<file path="src/rtl/uartm_tx.sv">
// uartm_tx : UART-master transmit engine (return path of the UART-master bridge).
//
// Serializes one 8/16/32-bit word per frame, LSB first:
//   start(0), W data bits, optional parity, stop(1).
// The frame configuration (width, parity enable, bit period) is latched when
// the word is accepted, so register writes during a frame do not affect it.
//
// Ports:
//   hclk, hresetn  clock, asynchronous active-low reset
//   uartm_baud     bit period minus 1, in hclk cycles
//   uartm_ctl      [1:0] width (00=8,01=16,10=32,11=8), [2] parity en, [3] 1=even 0=odd
//   tx_data        word to send (upper bits beyond width ignored)
//   tx_valid       tx_data valid
//   tx_ready       engine idle, will accept a word on this edge
//   TX             serial line, idle high
//   tx_busy        frame in progress (start through stop)
//   tx_done        one-cycle pulse when the frame has completed
//
// Build option: define UARTM_TX_TWO_STOP_EN for two stop bits per frame.

module uartm_tx #(
  parameter int BAUD_W = 32
) (
  input  logic              hclk,
  input  logic              hresetn,
  input  logic [BAUD_W-1:0] uartm_baud,
  input  logic [31:0]       uartm_ctl,
  input  logic [31:0]       tx_data,
  input  logic              tx_valid,
  output logic              tx_ready,
  output logic              TX,
  output logic              tx_busy,
  output logic              tx_done
);

  localparam logic [2:0] TX_IDLE   = 3'd0;
  localparam logic [2:0] TX_START  = 3'd1;
  localparam logic [2:0] TX_DATA   = 3'd2;
  localparam logic [2:0] TX_PARITY = 3'd3;
  localparam logic [2:0] TX_STOP   = 3'd4;

  logic [2:0]        state;
  logic [BAUD_W-1:0] baud_cnt;
  logic [BAUD_W-1:0] sh_baud;
  logic [2:0]        sh_ctl;    // width + parity enable; parity sense is folded into par_bit
  logic [4:0]        bit_cnt;
  logic [31:0]       shreg;
  logic              par_bit;
  logic              wrap;
  logic [4:0]        last_bit;
  logic              acc_par;
`ifdef UARTM_TX_TWO_STOP_EN
  logic              stop_cnt;
`endif

  // Upper control bits are reserved for other parts of the bridge.
  logic unused_ctl;
  assign unused_ctl = ^uartm_ctl[31:4];

  assign wrap = (baud_cnt == sh_baud);

  always_comb begin
    last_bit = 5'd7;
    case (sh_ctl[1:0])
      2'b01:   last_bit = 5'd15;
      2'b10:   last_bit = 5'd31;
      default: last_bit = 5'd7;
    endcase
  end

  // Parity is resolved from the incoming word at accept time, over only the
  // bits that will actually be transmitted.
  always_comb begin
    acc_par = ^tx_data[7:0];
    case (uartm_ctl[1:0])
      2'b01:   acc_par = ^tx_data[15:0];
      2'b10:   acc_par = ^tx_data;
      default: acc_par = ^tx_data[7:0];
    endcase
    if (!uartm_ctl[3]) acc_par = ~acc_par;
  end

  always_ff @(posedge hclk or negedge hresetn) begin
    if (!hresetn) begin
      state    <= TX_IDLE;
      baud_cnt <= '0;
      sh_baud  <= '0;
      sh_ctl   <= '0;
      bit_cnt  <= '0;
      shreg    <= '0;
      par_bit  <= 1'b0;
      TX       <= 1'b1;
      tx_ready <= 1'b1;
      tx_busy  <= 1'b0;
      tx_done  <= 1'b0;
`ifdef UARTM_TX_TWO_STOP_EN
      stop_cnt <= 1'b0;
`endif
    end else begin
      tx_done <= 1'b0;
      if (state != TX_IDLE)
        baud_cnt <= wrap ? '0 : baud_cnt + 1'b1;

      case (state)
        TX_IDLE: begin
          if (tx_valid && tx_ready) begin
            state    <= TX_START;
            shreg    <= tx_data;
            sh_ctl   <= uartm_ctl[2:0];
            sh_baud  <= uartm_baud;
            par_bit  <= acc_par;
            baud_cnt <= '0;
            bit_cnt  <= '0;
            TX       <= 1'b0;
            tx_ready <= 1'b0;
            tx_busy  <= 1'b1;
`ifdef UARTM_TX_TWO_STOP_EN
            stop_cnt <= 1'b0;
`endif
          end
        end
        TX_START: begin
          if (wrap) begin
            state   <= TX_DATA;
            TX      <= shreg[0];
            shreg   <= {1'b0, shreg[31:1]};
            bit_cnt <= '0;
          end
        end
        TX_DATA: begin
          if (wrap) begin
            if (bit_cnt == last_bit) begin
              if (sh_ctl[2]) begin
                state <= TX_PARITY;
                TX    <= par_bit;
              end else begin
                state <= TX_STOP;
                TX    <= 1'b1;
              end
            end else begin
              bit_cnt <= bit_cnt + 1'b1;
              TX      <= shreg[0];
              shreg   <= {1'b0, shreg[31:1]};
            end
          end
        end
        TX_PARITY: begin
          if (wrap) begin
            state <= TX_STOP;
            TX    <= 1'b1;
          end
        end
        TX_STOP: begin
          if (wrap) begin
`ifdef UARTM_TX_TWO_STOP_EN
            if (!stop_cnt) begin
              stop_cnt <= 1'b1;
            end else begin
              state    <= TX_IDLE;
              tx_ready <= 1'b1;
              tx_busy  <= 1'b0;
              tx_done  <= 1'b1;
            end
`else
            state    <= TX_IDLE;
            tx_ready <= 1'b1;
            tx_busy  <= 1'b0;
            tx_done  <= 1'b1;
`endif
          end
        end
        default: begin
          state    <= TX_IDLE;
          baud_cnt <= '0;
          TX       <= 1'b1;
          tx_ready <= 1'b1;
          tx_busy  <= 1'b0;
        end
      endcase
    end
  end

endmodule

</file>
<file path="config.mk">
export PLATFORM = sky130hd
export DESIGN_NAME = uartm_tx
export DESIGN_NICKNAME = d
export VERILOG_FILES = /design/src/rtl/uartm_tx.sv
export SDC_FILE = /design/constraint.sdc
export NUM_CORES = 1
export LEC_CHECK = 0
export CELL_PAD_IN_SITES_DETAIL_PLACEMENT = 1
export CELL_PAD_IN_SITES_GLOBAL_PLACEMENT = 1
export CORE_UTILIZATION = 40
export CTS_BUF_LIST = sky130_fd_sc_hd__clkbuf_16
export DETAILED_ROUTE_END_ITERATION = 8
export PLACE_DENSITY_LB_ADDON = 0.1
export SYNTH_ARGS = -nofsm -noshare
export SYNTH_HDL_FRONTEND = slang
export SYNTH_SLANG_ARGS = --single-unit
</file>
<file path="constraint.sdc">
create_clock -name hclk -period 2.45 [get_ports hclk]
set_clock_uncertainty 0.2 [all_clocks]
set_input_delay 0.245 -clock hclk [delete_from_list [all_inputs] [get_ports hclk]]
set_output_delay 0.245 -clock hclk [all_outputs]
set_load 0.03 [all_outputs]
</file>
Word level (Yosys, flattened, before mapping) --
Index checks and enable logic that the tools add are counted.
Cells by class: mux-type cells 38, bitwise operators 3, $add $sub $neg 2, reduce and logical (&&, ||, !) cells 14, equal/unequal tests 17
Operators with widths (count):
- $mux W32 | 7
- $pmux W32 S3 | 1
- $pmux W32 S2 | 1
- $add A32 B1 Y32 const B | 1
- $eq A32 B32 Y1 | 1
- $reduce_xor A32 Y1 | 1
- $mux W3 | 7
- $mux W5 | 4
- $reduce_xor A16 Y1 | 1
- $pmux W3 S5 | 1
- $pmux W5 S3 | 1
- $ne A2 B2 Y1 const B | 7
- $mux W1 | 11
- $pmux W5 S2 | 1
- $reduce_and A5 Y1 | 2
- $reduce_xor A8 Y1 | 1
- $eq A3 B2 Y1 const B | 2
- $pmux W1 S3 | 2
- $reduce_and A6 Y1 | 1
- $reduce_bool A3 Y1 | 2
- $add A5 B1 Y5 const B | 1
- $eq A5 B5 Y1 | 1
- $pmux W1 S5 | 1
- $eq A2 B1 Y1 const B | 2
- other kinds (11) | 14
Storage, ports and cells: output and inout port bits 4, word-level logic and storage cells 85, register bits 112, input port bits 99

Depth between registers and ports, before layout --
depth after elaboration 6, mapped depth 10

Least setup slack after synthesis --
Ideal clock, no wire load.
path kind register to register, from register sh_ctl[1], to register bit_cnt[4], period minus slack after synthesis 2157 ps, path slack 293 ps, data arrival time 1831 ps, setup time 126 ps, path buffers 2, stages on the path, launching flop included 10, cells stage by stage dfrtp_1 -> ha_1 -> xnor2_1 -> nor3_1 -> o21ai_0 -> o211a_1 -> buf_6 -> buf_6 -> a21oi_1 -> o22ai_2
Between the ends: cells in the longest elaborated chain, start to end 5, elaborated cells between the ends (all ways) 6
Ends and longest elaborated chain:
- start: declaration | RTL line 45 | logic [2:0] sh_ctl;
- start signal: assignment | RTL line 109 | sh_ctl <= uartm_ctl[2:0];
- $eq A2 B2 Y1 / $eq A2 B1 Y1 (equally long branches) | RTL line 64 | case (sh_ctl[1:0])
- $pmux W5 S2 (*) | RTL line 64
- $eq A5 B5 Y1 (*) | RTL line 132 | if (bit_cnt == last_bit) begin
- $ne A2 B2 Y1 (no source line) (*)
- $reduce_and A5 Y1 (no source line) (*)
- end signal: assignment | RTL line 141 | bit_cnt <= bit_cnt + 1'b1;
- end: declaration | RTL line 46 | logic [4:0] bit_cnt;
Every way passes the cells marked *; elsewhere a longest branch is shown, timed or not. A chain may end at the register's enable or synchronous reset.

Final worst setup path --
from register baud_cnt[7], to register shreg[7]
Between the ends: cells in the longest elaborated chain, start to end 3, elaborated cells between the ends (all ways) 4
Ends and longest elaborated chain:
- start: declaration | RTL line 43 | logic [BAUD_W-1:0] baud_cnt;
- start signal: assignment | RTL line 102 | baud_cnt <= wrap ? '0 : baud_cnt + 1'b1;
- $eq A32 B32 Y1 (*) | RTL line 60 | assign wrap = (baud_cnt == sh_baud);
- $ne A2 B2 Y1 (no source line)
- $reduce_and A5 Y1 (no source line) (*)
- end signal: assignment | RTL line 108 | shreg <= tx_data;
- end signal: assignment | RTL line 126 | shreg <= {1'b0, shreg[31:1]};
- end signal: assignment | RTL line 143 | shreg <= {1'b0, shreg[31:1]};
- end: declaration | RTL line 47 | logic [31:0] shreg;
Marks and branches as above.

==> impl_results.md <==
* DP Wirelength at 10,080 um
* Fin nets at ~800
* Top-count cell post-synth: nand2_1
* WL per Instance at between 15 and 20 um
* Slew of the pin with the lowest slew margin at 0.5841 ns
* Cell area after synthesis at approximately 5700 um2
* Clock-pin slew on the worst setup and hold paths at 0.07 ns
* Most frequent cells after synthesis: nand2_1, dfrtp_1, nor2_1, xor2_1, xnor2_1
* Antenna cells at 0
* Clk Latency, worst-skew pair at 0.37 ns
* Post-synth top area share at ~48%
* H-tree lvl count at 3
* Status: complete, no violations
* Via density per instance at ~5.0
* Netlist cell types at 44
* Die area at around 15,000 um2
* Post-synth EDFFs at 0
* Crit start category: flop
* Top delay family on crit path: simple AND/OR/NAND/NOR gates
* Worst setup path class: flop to flop
* Design area at 7227 um2
* Max FO, Critical Path at 25
* CTS tree: done
* Mapped Nets at ~710
* Inserted Clock Buffers at 9
* Slowest cell delay on critical path at between 0.3 and 0.4 ns
* GRT Util Overall at 20.33%
* Worst path cell trace: xor2_1, nor4_2, nand4_1, nor2_4, o211a_4, buf_12, buf_16, a21oi_1
* Share of cells above drive strength 1 at about 9.1%
* Worst path bufs/invs at 2
* Fillers at approximately 1,600
* Max-cap violations at 0
* Period utilization at around 96%
* Ys Warns at 0
* Setup violations, final at 0
* Final core occ at about 52%
* Pwr Total at approximately 3.9 mW
* Fmax at approximately 420 MHz
* Clock sink count at between 100 and 150
* Chip width at 121.9 um
* Antenna violations before repair at 0
* Row count at 43
* CP arrival at about 2.4 ns
* Avg Synthesized Cell Area at roughly 9.5 um2
* Power density cells at about 540 nW/um2
* Critical Path End Type: flop
* Static Leak at around 3.0 nW
* Total core area at approximately 14,000 um2
* Slew Viols, Final at 0
* Slowest-stage cell, CP: dfrtp_1
* Final hold slack at ~0.20 ns
* Worst vdd rail ir drop at ~0.34 mV
* Dominant cell type by area after synthesis: dfrtp_1
* Drt total wl at 14,020 um
* Largest net degree at the start of global routing at 48
* Final GP Congestion at 0.7916
* Starting density of the core at between 40% and 50%
* Layout area overhead at 25.73%
* Max clock buf depth at 2
* Worst path required time at 2.50 ns
* # port buffers at 74
* Worst rel slew slack at 61.06%
* Detailed router's first-iteration violation count at roughly 150
* Pre-Repair DR Iteration Count at 4
* Post-synth top flop: dfrtp_1
* Die Y-Extent at approximately 120 um
* Vias at between 4,000 and 5,000
* Total global routing overflow at 0
* Post-synth ARST share at 100.0%
* RSZ-0062 raised after global routing: yes
* Share of the yosys chip area belonging to registers at between 40% and 50%
* Final ANT Viol Nets at 0
* Vias in the first global route at about 4,700
* Dpl cell area at approximately 6800 um2
* Root Buffer Master: clkbuf_16
* Drt drc at 0
* Cells after Synth at 608
* Ports at slightly above 100
* Hold Violations, Final at 0
* Synth top area cells: dfrtp_1, xor2_1, nand2_1, xnor2_1, mux2i_1
* Final min period at around 2.4 ns
* First-pass GRT wire length at ~23,000 um
* Yosys reg bits at 112
* Hold/Removal Path Class: input pin to flop
* Setup TNS at 0 ns
-- cell type report --
| class | count | area (um2) | area share [%] |
|---|---|---|---|
| Multi-Input combinational cell | 458 | 2789 | 38.59 |
| Inverter | 12 | 45.04 | 0.6233 |
| Sequential cell | 112 | 2805 | 38.82 |
| Timing Repair Buffer | 104 | 1027 | 14.21 |
| Tap cell | 180 | 225.2 | 3.116 |
| Clock inverter | 7 | 110.1 | 1.524 |
| Clock buffer | 9 | 225.2 | 3.116 |
-- final timing paths --
kind	cells after the start	startpoint	slack, ns	end
worst max register to register	8	baud_cnt[7]	0.09	shreg[7]
max in group asynchronous	3	hresetn	1.10	shreg[16]
min in group asynchronous	2	hresetn	0.22	sh_baud[21]
worst max-delay path	8	baud_cnt[7]	0.09	shreg[7]
worst min-delay path	3	uartm_baud[28]	0.20	sh_baud[28]
worst min register to register	2	sh_ctl[1]	0.29	sh_ctl[1]
-- metrics by stage --
| stage | setup slack [ns] | instances |
|---|---|---|
| 5_1_grt | -0.009674 | 882 |
| 3_3_place_gp | 0.03221 | 861 |
| 2_1_floorplan | 0.2933 | 608 |
| 4_1_cts | 0.03388 | 879 |
| 3_5_place_dp | -0.02335 | 861 |
| 6_report | 0.09298 | 882 |
-- power breakdown --
| group | switching (mW) | leakage (nW) | internal (mW) |
|---|---|---|---|
| clock network | 0.691 | 0.161 | 0.991 |
| logic | 0.161 | 1.49 | 0.221 |
| registers | 0 | 1.38 | 1.85 |
-- per-layer routing --
layer	GRT usage (%)	vias to the layer above	wire length (um)	share of wire, %
met2	35.91	54	7287	52
met4	6.790	0	233	1.7
met5	0	-	0	0
li1	-	2181	-	-
met3	4.775	12	442	3.2
met1	24.10	2200	6057	43
-- state kept, by name, summed over array words and instances (netlist names), 3 cells and up --
| signal | flops |
|---|---|
| state | 3 |
| shreg | 32 |
| sh_baud | 32 |
| baud_cnt | 32 |
| bit_cnt | 5 |
| sh_ctl | 3 |
-- cells by family after synthesis --
group | Yosys count | share of synthesized area [%]
flops | 112 | 48.80
buf+inv | 38 | 3.417
mux | 33 | 5.790
simple gates | 257 | 19.48
fa+ha+maj | 5 | 1.088
compound gates | 68 | 6.944
xor+xnor | 95 | 14.48
-- worst reg2reg max path, stage by stage, from the launching register on --
cell and delay [ns]:
dfrtp_1 0.39, xor2_1 0.21, nor4_2 0.35, nand4_1 0.23, nor2_4 0.22, o211a_4 0.26
buf_12 0.13, buf_16 0.16, a21oi_1 0.09
-- repair_timing --
item,in CTS,in global routing
setup buffers,0,3
hold buffers,1,0
setup endpoints to repair,15,67
pin swaps,1,5
hold endpoints to repair,42,0
cloned,1,0
resized for setup,2,7
-- placed cells by master (no fill, tap or decap), types with 3 or more instances in the layout --
cell type and count:
nor3_1 3, nand2_1 118, clkdlybuf4s50_1 73, xnor2_1 39
nor2_2 3, xor2_1 56, buf_4 25, o21ai_0 12
dfrtp_1 110, bufinv_16 3, buf_12 3, nand4_1 11
o21ai_1 4, clkbuf_16 9, nor2b_1 3, a21oi_2 3
nor2_1 71, nand3_1 18, mux2i_1 31, ha_1 5
nor4_2 3, nor4_1 7, inv_1 12, and3_1 8
a21oi_1 36
(Power assumes the default switching activity.)
